===== src/rtl/arp_rx_parser_w.sv =====
// ARP receive parser: captures the first 42 bytes of each frame from a byte-lane stream,
// checks it is an ARP request/reply for this host, and presents the fields on a valid/ready port.
module arp_rx_parser_w #(
    parameter int DATA_BYTES   = 1,
    parameter int ACCEPT_REPLY = 1,
    parameter int ALLOW_BCAST  = 1,
    parameter int CNT_W        = 16
) (
    input  logic                    clk,
    input  logic                    rst,
    input  logic [47:0]             hw_addr_i,
    input  logic [31:0]             ip_addr_i,
    input  logic [8*DATA_BYTES-1:0] s_data_i,
    input  logic [DATA_BYTES-1:0]   s_keep_i,
    input  logic                    s_valid_i,
    input  logic                    s_last_i,
    output logic [15:0]             arp_oper_o,
    output logic [47:0]             arp_sha_o,
    output logic [31:0]             arp_spa_o,
    output logic [47:0]             arp_tha_o,
    output logic [31:0]             arp_tpa_o,
    output logic                    arp_valid_o,
    input  logic                    arp_ready_i,
    output logic [CNT_W-1:0]        ok_cnt_o,
    output logic [CNT_W-1:0]        drop_cnt_o,
    output logic [CNT_W-1:0]        ovf_cnt_o,
    output logic [1:0]              dbg_state_o
);
    typedef enum logic [1:0] {IDLE = 2'd0, CAPTURE = 2'd1, SKIP = 2'd2, EVAL = 2'd3} state_t;
    localparam int HDR_BYTES = 42;

    state_t     state_q, state_d;
    logic [5:0] off_q, len_q, off_next;
    logic [6:0] nbytes, sum;
    logic [6:0] lane_off [DATA_BYTES];
    logic [7:0] cap_q [HDR_BYTES];

    // Keep is contiguous from lane 0, so lane i lands at offset off_q + i.
    always_comb begin
        nbytes = '0;
        for (int i = 0; i < DATA_BYTES; i++) begin
            nbytes      = nbytes + 7'(s_keep_i[i]);
            lane_off[i] = 7'(off_q) + 7'(i);
        end
        sum      = 7'(off_q) + nbytes;
        off_next = (sum > 7'd63) ? 6'd63 : sum[5:0];
    end

    always_comb begin
        state_d = state_q;
        case (state_q)
            IDLE:    if (s_valid_i) state_d = s_last_i ? EVAL : CAPTURE;
            CAPTURE: if (s_valid_i) begin
                         if (s_last_i)                      state_d = EVAL;
                         else if (sum >= 7'(HDR_BYTES))     state_d = SKIP;
                     end
            SKIP:    if (s_valid_i && s_last_i) state_d = EVAL;
            EVAL:    if (s_valid_i) state_d = s_last_i ? EVAL : CAPTURE;
                     else           state_d = IDLE;
            default: state_d = IDLE;
        endcase
    end

    assign dbg_state_o = state_q;

    logic [47:0] f_dst, f_sha, f_tha;
    logic [15:0] f_etype, f_htype, f_ptype, f_oper;
    logic [31:0] f_spa, f_tpa;
    logic        dst_ok, oper_ok, accept, out_free;

    assign f_dst   = {cap_q[0], cap_q[1], cap_q[2], cap_q[3], cap_q[4], cap_q[5]};
    assign f_etype = {cap_q[12], cap_q[13]};
    assign f_htype = {cap_q[14], cap_q[15]};
    assign f_ptype = {cap_q[16], cap_q[17]};
    assign f_oper  = {cap_q[20], cap_q[21]};
    assign f_sha   = {cap_q[22], cap_q[23], cap_q[24], cap_q[25], cap_q[26], cap_q[27]};
    assign f_spa   = {cap_q[28], cap_q[29], cap_q[30], cap_q[31]};
    assign f_tha   = {cap_q[32], cap_q[33], cap_q[34], cap_q[35], cap_q[36], cap_q[37]};
    assign f_tpa   = {cap_q[38], cap_q[39], cap_q[40], cap_q[41]};

    assign dst_ok  = (f_dst == hw_addr_i) || ((ALLOW_BCAST != 0) && (f_dst == 48'hffff_ffff_ffff));
    assign oper_ok = (f_oper == 16'd1) || ((ACCEPT_REPLY != 0) && (f_oper == 16'd2));
    assign accept  = (len_q >= 6'(HDR_BYTES)) && dst_ok && (f_etype == 16'h0806) &&
                     (f_htype == 16'd1) && (f_ptype == 16'h0800) && (cap_q[18] == 8'd6) &&
                     (cap_q[19] == 8'd4) && oper_ok && (f_tpa == ip_addr_i);

    // Output handshake: a record transfers on a cycle with arp_valid_o && arp_ready_i; while
    // valid is high without ready the record is frozen, and the slot counts as free on transfer.
    assign out_free = !arp_valid_o || arp_ready_i;

    always_ff @(posedge clk) begin
        if (rst) begin
            state_q     <= IDLE;
            off_q       <= '0;
            len_q       <= '0;
            for (int j = 0; j < HDR_BYTES; j++) cap_q[j] <= '0;
            arp_valid_o <= 1'b0;
            arp_oper_o  <= '0;
            arp_sha_o   <= '0;
            arp_spa_o   <= '0;
            arp_tha_o   <= '0;
            arp_tpa_o   <= '0;
            ok_cnt_o    <= '0;
            drop_cnt_o  <= '0;
            ovf_cnt_o   <= '0;
        end else begin
            state_q <= state_d;
            if (s_valid_i) begin
                off_q <= s_last_i ? '0 : off_next;
                if (s_last_i) len_q <= off_next;
                for (int j = 0; j < HDR_BYTES; j++)
                    for (int i = 0; i < DATA_BYTES; i++)
                        if (s_keep_i[i] && (lane_off[i] == 7'(j))) cap_q[j] <= s_data_i[8*i +: 8];
            end
            if (arp_valid_o && arp_ready_i) arp_valid_o <= 1'b0;
            if (state_q == EVAL) begin
                if (accept) begin
                    if (ok_cnt_o != '1) ok_cnt_o <= ok_cnt_o + CNT_W'(1);
                    if (out_free) begin
                        arp_valid_o <= 1'b1;
                        arp_oper_o  <= f_oper;
                        arp_sha_o   <= f_sha;
                        arp_spa_o   <= f_spa;
                        arp_tha_o   <= f_tha;
                        arp_tpa_o   <= f_tpa;
                    end else if (ovf_cnt_o != '1) begin
                        ovf_cnt_o <= ovf_cnt_o + CNT_W'(1);
                    end
                end else if (drop_cnt_o != '1) begin
                    drop_cnt_o <= drop_cnt_o + CNT_W'(1);
                end
            end
        end
    end
endmodule


===== config.mk =====
export PLATFORM = sky130hd
export DESIGN_NAME = arp_rx_parser_w
export DESIGN_NICKNAME = d
export VERILOG_FILES = /design/src/rtl/arp_rx_parser_w.sv
export SDC_FILE = /design/constraint.sdc
export NUM_CORES = 1
export LEC_CHECK = 0
export ABC_AREA = 1
export CORE_AREA = 2 2 199 201
export DETAILED_ROUTE_END_ITERATION = 8
export DIE_AREA = 0 0 201 203
export PLACE_DENSITY = 0.85
export SLEW_MARGIN = 25
export SYNTH_ARGS = -nofsm -noshare
export SYNTH_HDL_FRONTEND = slang
export SYNTH_SLANG_ARGS = --single-unit

===== constraint.sdc =====
create_clock -name clk -period 3.2 [get_ports clk]
set_input_delay 0.64 -clock clk [delete_from_list [all_inputs] [get_ports clk]]
set_output_delay 0.64 -clock clk [all_outputs]
set_load 0.005 [all_outputs]

[Word-level counts from Yosys, hierarchy flattened]
Memories as Yosys holds them, arrays and structs flattened. A register that Yosys moved wholly into a read port is not among the register bits.
Index checks and enable logic that the tools add are counted.
Storage, ports and cells
  bits in registers: 111
  memory bits (writable): 336
  input port bits: 94
  output and inout bits: 227
  word-level logic and storage cells: 412
  memories kept: 1
Memory list
  cap_q: words 42, width 8, read ports 36, clocked after Yosys merged registers in 16, write ports 42, RTL line 36  | logic [7:0] cap_q [HDR_BYTES];
Operators by class
  $add $sub $neg: 4
  magnitude comparators: 3
  equal/unequal tests: 61
  multiplexer cells: 226
  bitwise operators: 44
  reduce and logical (&&, ||, !) cells: 64
Operator list (number)
  two-way mux 8 bit: 42
  two-way mux 1 bit: 174
  equality test 6 x 5 -> 1 bit (second input constant): 16
  equality test 6 bit (second input constant): 10
  logical AND 1 bit: 52
  adder 16 x 1 -> 16 bit (second input constant): 3
  equality test 48 bit: 1
  equality test 48 bit (second input constant): 1
  equality test 6 x 4 -> 1 bit (second input constant): 8
  inequality test 16 bit (second input constant): 3
  bitwise OR 1 bit: 42
  equality test 16 x 1 -> 1 bit (second input constant): 2
  equality test 16 x 12 -> 1 bit (second input constant): 2
  equality test 32 bit: 1
  equality test 6 x 3 -> 1 bit (second input constant): 4
  equality test 16 x 2 -> 1 bit (second input constant): 1
  equality test 8 x 3 -> 1 bit (second input constant): 2
  two-way mux 2 bit: 7
  equality test 6 x 2 -> 1 bit (second input constant): 2
  two-way mux 6 bit: 2
  AND reduction 3 bit: 3
  case mux 2 bit (4 select lines): 1
  AND reduction 4 bit: 2
  adder 6 x 1 -> 7 bit: 1
  14 further kinds: 20

[Longest topological paths before layout]
Gate-level depths: netlist (run 1).
An unclocked memory read counts as a cell.
  depth in word-level cells: 13
  depth in mapped cells: 15
  gate-level depth less buffers: 14

[Worst setup path before layout (run 1)]
Ideal clock, no wire load.
  path type: input -> register
  start point: input port rst
  end point: memory cap_q[27][0] (enable)
  library setup time: 0.303 ns
  data arrival time: 1.915 ns
  required time: 2.897 ns
  setup slack: 0.983 ns
  stages: 6
  path buffers: 4
  cells stage by stage: clkbuf_1 -> clkinv_1 -> clkbuf_1 -> clkbuf_1 -> clkbuf_1 -> nand2_1
RTL lines
  start: declaration: RTL line 10  | input logic rst,
  end: declaration: RTL line 36

==> impl_results.md, run 1 <==
- Outcome: completed
- Slew HR: 0.517
- Worst Path Arrival: between 3 and 4 ns
- R2R Setup Slk: 0.41 ns
- Initial Utilization: 0.585
- WL final: slightly above 60 mm
- R2R Path Start: cap_q[20][0]
- Overall routing resource usage: 0.298
- DR iter-0 viols: roughly 1900
- Fin worst setup slack: ~0.41 ns
- Worst path cell trace: nor2_1 > nand2_1 > nor2_1 > nand2_1 > nor2_1 > nand3_1 > nor2_2 > nand4_1 > buf_12 > buf_12 > nand2_1 > nand2_1 > nor2_1
- Die area: between 40000 and 50000 um2
- I/O Buffers: 320
- First-pass GRT wire length: between 90 and 100 mm
- Fin crit period: 2.79 ns
- Post-CTS Setup Bufs: 0
- FILL cells: ~2700
- Die X: about 200 um
- Worst skew pair latency: about 0.60 ns
- Worst Setup Start Kind: flip-flop
- Synth Instances: 2677
- Global routing met3 resource utilization: 0.0515
- Synth Warn #: 0
- Synth Register Bits: around 530
- Crit path max-delay cell type: edfxtp_1
- Vias per std cell: between 5 and 6
- Top cell type's share of synthesized area: 0.384
- Row cnt: 72
- TNS Setup: 0 ns
- Worst path required time: between 3 and 4 ns
- R2r endpoint: arp_tha_o[38]
- Clk root buf: clkbuf_16
- Share of layout cells above drive strength 1: 0.0455
- Layout area overhead: 24.5%
- ANT nets after route: 0
- Total core area: about 38000 um2
- Post-cts sizing count: 0
- Worst min path class: flip-flop to flip-flop
- Leakage: 0.0118 uW
- # DRC: 0
- Largest net degree at the start of global routing: 86
- Vias in the first global route: around 18000
- Clock sinks: ~530
- Synth Net Count: 2776
- Final Util: 0.728
- Max VDD drop: 0.441 mV
- Hold Fails Final Rpt: 0
- H-tree depth: 2
- Most common cell after layout, fill and taps aside: nor2_1
- Initial antenna violation count: 1
- Vias: 18700
- Critical Path Sink Type: flip-flop
- Maxcap violations: 0
- Worst Setup EP: arp_tha_o[38]
- Worst-case reg-to-reg path depth: 13
- Most frequent cells in the layout: nor2_1, nand2_1, clkdlybuf4s50_1
- WS Path Type: flip-flop to flip-flop
- Final setup vio count: 0
- Global route overflow: 0
- Mapped cell area: approximately 22000 um2
- Dpl ws: 0.115 ns
- Final cell count without fillers: approximately 3600
- Clock skew after layout: around 0.036 ns
- Synth unique cells: 34
- Most Crowded Layer GR: met2
- Hold buffers post-CTS: 0
- Synth area leaders: edfxtp_1, dfxtp_1, nor2_1, nand2_1, inv_1
- Nets@finish: just over 3000
- CTS Buffer Depth: 3
- Global routing usage on met1: 0.372
- Met2 usage: 0.503
- Clk pin slew, worst setup/hold paths: roughly 0.06 ns
- Post-Place Cells: roughly 3500
- WL/cell: 17.4 um
- RSZ-0062 raised after global routing: no
- Die Span Y: approximately 200 um
- Hold slack: about 0.45 ns
- Ports: 321
- Seq/Total Area, Yosys: 0.596
- Critical path origin: cap_q[20][0]
- CP max stage delay: ~0.37 ns
- Area leader, netlist: edfxtp_1
- CTS buffer count: about 50
- CTS tree: yes
- Max Clock Freq: 358 MHz
- Syn Area/Cell: between 8 and 9 um2
- Worst Max-Slew Pin Slew: between 0.7 and 0.8 ns
- GP Congestion: between 0.9 and 1
- Drt pass-1 iters: 6
- Post-route clock period utilization: 0.873
- Post-DP HPWL: 43.3 mm
- Worst-path fanout max: 73
- Max-slew violations: 0
- Pwr Density: roughly 500 nW/um2
[final cells by class]
class / instances / area [um2] / area share
clock inverters: 23 / 249 / 0.00889
repair buffers: 371 / 3740 / 0.133
clock buffers: 70 / 1390 / 0.0496
flip-flops and latches: 526 / 13400 / 0.479
diodes: 1 / 2.50 / 0.0000893
inverters: 321 / 1210 / 0.0433
well taps: 518 / 648 / 0.0231
multi-input cells: 1721 / 7370 / 0.263
[how the worst min path moves through the flow]
stage	startpoint	end	slack [ns]	cells past startpoint
floorplan	cap_q[27][0]	arp_sha_o[0]	0.45	2
global placement	arp_oper_o[8]	arp_oper_o[8]	0.44	2
detailed placement	arp_oper_o[2]	arp_oper_o[2]	0.45	2
CTS	arp_oper_o[2]	arp_oper_o[2]	0.46	2
global route	arp_oper_o[3]	arp_oper_o[3]	0.48	2
finish	arp_oper_o[2]	arp_oper_o[2]	0.45	2
[Yosys cell counts]
library cell and instances:
nand4_2 1, nor4_1 2, nand3_2 1, xor2_1 19
nor2_1 787, buf_4 2, o21a_1 1, clkinv_1 1
ha_1 5, o21ai_0 33, buf_1 11, inv_1 318
nand4_1 70, o31ai_1 1, inv_2 2, nor3_2 2
xnor2_1 69, o21bai_1 1, buf_6 10, clkbuf_1 57
buf_2 29, edfxtp_1 288, nand2b_1 1, o2111ai_1 1
nor2_2 1, nor3b_1 2, or2_2 1, a21oi_1 23
nand2_1 625, dfxtp_1 238, nand3_1 53, nand3b_1 1
and2_1 2, nor3_1 19
[registers in the layout, summed over array words and instances, names as in the netlist]
signal and cells:
off_q 6, cap_q 288, arp_spa_o 32, arp_tpa_o 32, ok_cnt_o 16, arp_tha_o 48, arp_valid_o 1, drop_cnt_o 16
arp_oper_o 16, ovf_cnt_o 16, arp_sha_o 48, dbg_state_o 2, len_q 5
[worst max-delay path: cells and delay by family, from the launching register on]
kind,cells,cell delay (ns)
buf+inv,2,0.47
simple gates,11,1.81
flops,1,0.37
[per-stage QoR]
step	power (uW)	instance area (um2)
finish	14100	28000
global route	14500	28000
CTS	14100	28000
detailed placement	8270	26400
global placement	8250	26400
floorplan	7900	22500
[kinds of logic (layout without fill, tap and decap cells)]
logic type,Yosys count,count (layout),share of synthesized area
adders and majority gates,5,5,0.00278
AOI/OAI and AO/OA,60,60,0.0138
other,0,1,0
and+or+nand+nor,1568,1568,0.276
xor gates and xnor gates,88,88,0.0343
DFF,526,526,0.596
buffers and inverters,430,785,0.0770
[power breakdown]
group / total, uW / switching [uW] / internal (uW)
combinational: 710 / 445 / 265
sequential: 7430 / 105 / 7320
clock: 5950 / 2570 / 3380
[routing by layer]
layer | up-vias | share of wire
met5 | - | 0
met1 | 8634 | 0.38
met2 | 944 | 0.48
li1 | 8922 | -
met4 | 0 | 0.047
met3 | 194 | 0.090
No activity file was read; power rests on OpenSTA's default activity.
==> run 2: changes to the inputs <==
HOLD_SLACK_MARGIN = 0.03   (was not set)
==> results of run 2 <==
Same layout as run 1: the final DEF is identical, and so are final timing and power.
==> run 3: changes to the inputs <==
CTS_CLUSTER_DIAMETER = 150   (was not set)
PLACE_DENSITY = 0.89   (was 0.85)
==> run 3 against run 2 <==
  * First-iteration DRC count is 16% higher
  * Total power is 2.6% higher
  * Largest cell class unchanged
  * Combinational power hardly changed
  * Via count is 2.3% higher
  * Highest routed layer is now met5
  * Clock power is 5.9% higher
  * Final cell count is 0.20% higher
  * Sequential power hardly changed
==> impl_results.md, run 3 (synthesis gave the netlist of run 1 again) <==
- Critical path origin: cap_q[39][0]
- WS Path Type: flip-flop to flip-flop
- Worst Setup EP: arp_sha_o[41]
- Switching Fraction: 0.225 (+0.00390)
- Hold Fails Final Rpt: 0 (unchanged)
- First-pass GRT wire length: 100 mm (+4.9%)
- Slew HR: 0.575 (+0.0575)
- I/O Buffers: 320 (unchanged)
- CP most frequent cell: nand2_1
- Largest net degree at the start of global routing: 71 (-17%)
- Worst path cell trace: xnor2_1 > nand2_1 > nor2_1 > nand2_1 > nor2_1 > nand2_1 > nor2_2 > nand4_1 > buf_12 > buf_4 > nand2_1 > nand2_1 > nor2_1
- Logic pwr share: 0.049 (about the same)
- Maxcap violations: 0 (unchanged)
- Final Util: 0.731 (+0.00273)
- R2r endpoint: arp_sha_o[41]
- Top Registers: cap_q (288), arp_sha_o (48), arp_tha_o (48)
- Leakage: 0.0118 uW (+0.39%)
- DR iter-0 viols: 2195 (+16%)
- Int Pwr: 11200 uW (+2.1%)
- Clock power frac: 0.436 (+0.014)
- Layout area overhead: 25.0%
- Worst skew pair latency: 0.63 ns (+0.03 ns)
- Ports: 321 (unchanged)
- Vias: 19100 (+2.3%)
- Worst Setup Start Kind: flip-flop
- Worst path required time: 3.74 ns (+0.03 ns)
- CTS Buffer Depth: 3 (unchanged)
- Post-DP HPWL: 43.6 mm (+0.61%)
- RSZ-0062 raised after global routing: no
- Post-cts sizing count: 0 (unchanged)
- Clock skew after layout: 0.0488 ns (+0.0132 ns)
- Max-slew violations: 0 (unchanged)
- Worst-case reg-to-reg path depth: 13 (unchanged)
- # DRC: 0 (unchanged)
- CTS tree: yes
- Post-CTS Setup Bufs: 0 (unchanged)
- Max Clock Freq: 390 MHz (+8.9%)
- Die Span Y: 203 um (unchanged)
- Crit path max-delay cell type: edfxtp_1
- Overall routing resource usage: 0.316 (+0.0179)
- Clk pin slew, worst setup/hold paths: 0.07 ns (about the same)
- CTS buffer count: 52 (+2.0%)
- Power after layout: 14500 uW (+2.6%)
- Hold slack: 0.460 ns (+0.00579 ns)
- Worst Max-Slew Pin Slew: 0.637 ns (-0.0870 ns)
- Critical Path Sink Type: flip-flop
- CP max stage delay: 0.48 ns (+0.11 ns)
- Vias in the first global route: 18500 (+1.7%)
- WL/cell: 18.3 um (+5.6%)
- Pwr Density: 514 nW/um2 (+2.2%)
- FILL cells: 2532 (-7.8%)
- Largest register FFs: 288 (unchanged)
- ANT nets after route: 0 (unchanged)
- Global route overflow: 0 (unchanged)
- R2R Path Start: cap_q[39][0]
- Hold buffers post-CTS: 0 (unchanged)
- Initial antenna violation count: 4 (+3)
- Share of layout cells above drive strength 1: 0.0471 (+0.00159)
- Dpl ws: 0.137 ns (+0.0216 ns)
- R2R Setup Slk: 0.64 ns (+0.23 ns)
- Switching pwr: 3260 uW (+4.4%)
- Worst min path class: flip-flop to flip-flop
- Clk root buf: clkbuf_16
- TNS Setup: 0 ns (unchanged)
- Most frequent cells in the layout: nor2_1, nand2_1, clkdlybuf4s50_1
- Most common cell after layout, fill and taps aside: nor2_1
- Nets@finish: 3091 (unchanged)
- Post-route clock period utilization: 0.801 (-0.0715)
- Fin crit period: 2.56 ns (-0.229 ns)
- Vias per std cell: 5.37 (+2.1%)
- Biggest register: cap_q
- Total core area: 38500 um2 (unchanged)
- GP Congestion: 0.932 (+2.7%)
- Worst Path Arrival: 3.11 ns (-0.19 ns)
- Drt pass-1 iters: 6 (unchanged)
- CP top delay family: simple AND/OR/NAND/NOR gates
- Clock sinks: 526 (unchanged)
- Die X: 201 um (unchanged)
- Crit path depth: 13 (unchanged)
- Outcome: completed
- Die area: 40800 um2 (unchanged)
- Worst-path fanout max: 37 (-49%)
- Initial Utilization: 0.585 (unchanged)
- Flop pwr share: 0.515 (-0.012)
- Fin worst setup slack: 0.636 ns (+0.229 ns)
- Max VDD drop: 0.462 mV (+4.8%)
- Final setup vio count: 0 (unchanged)
- Row cnt: 72 (unchanged)
- Worst Path Buf+Inv: 2 (unchanged)
- H-tree depth: 2 (unchanged)
- WL final: 65.2 mm (+5.8%)
-- run 3: changes by cell type in the layout (fill, tap and decap cells not counted), sizes merged --
| cell | change |
|---|---|
| bufinv | +1 |
| clkbuf | -2 |
| clkinv | +4 |
| clkinvlp | +2 |
| diode | +3 |
| buf | -1 |
-- run 3: area by class of cell --
cell class | count | area [um2] | share of cell area
Clock inverter | 30 | 330 | 0.0117
Inverter | 321 | 1210 | 0.0431
Multi-Input combinational cell | 1721 | 7360 | 0.262
Sequential cell | 526 | 13400 | 0.477
Timing Repair Buffer | 370 | 3700 | 0.132
Clock buffer | 68 | 1440 | 0.0513
Tap cell | 518 | 648 | 0.0230
Antenna cell | 4 | 10.0 | 0.000356
-- run 3: worst min-delay path by stage --
| stage | from | endpoint | cells after the start |
|---|---|---|---|
| 2_1_floorplan | cap_q[27][0] | arp_sha_o[0] | 2 |
| 3_3_place_gp | arp_oper_o[8] | arp_oper_o[8] | 2 |
| 3_5_place_dp | arp_oper_o[3] | arp_oper_o[3] | 2 |
| 4_1_cts | arp_oper_o[3] | arp_oper_o[3] | 2 |
| 5_1_grt | arp_oper_o[3] | arp_oper_o[3] | 2 |
| 6_report | arp_oper_o[3] | arp_oper_o[3] | 2 |
-- run 3: stage by stage --
step,cells,area (um2)
floorplan,2677,22500
global placement,3456,26300
detailed placement,3456,26300
CTS,3554,28100
global route,3557,28100
finish,3558,28100
-- run 3: worst reg2reg max path, cell delays in order (launching register included) --
cell and delay (ns):
edfxtp_1 0.48, xnor2_1 0.35, nand2_1 0.11, nor2_1 0.14
nand2_1 0.08, nor2_1 0.10, nand2_1 0.08, nor2_2 0.15
nand4_1 0.18, buf_12 0.24, buf_4 0.29, nand2_1 0.11
nand2_1 0.07, nor2_1 0.10
-- run 3: per-layer routing --
metal	global-route usage	wire, um	vias to the layer above
met4	0.180	3530	2
met2	0.527	31300	1085
met3	0.0639	6390	240
met1	0.384	24000	8870
met5	0	11	-
li1	-	-	8919
-- run 3: power groups by stage --
stage	sequential (uW)	clock [uW]	combinational, uW
2_1_floorplan	7530	0	361
3_3_place_gp	7560	0	677
3_5_place_dp	7570	0	692
4_1_cts	7430	6330	700
5_1_grt	7450	6580	761
6_report	7440	6300	712
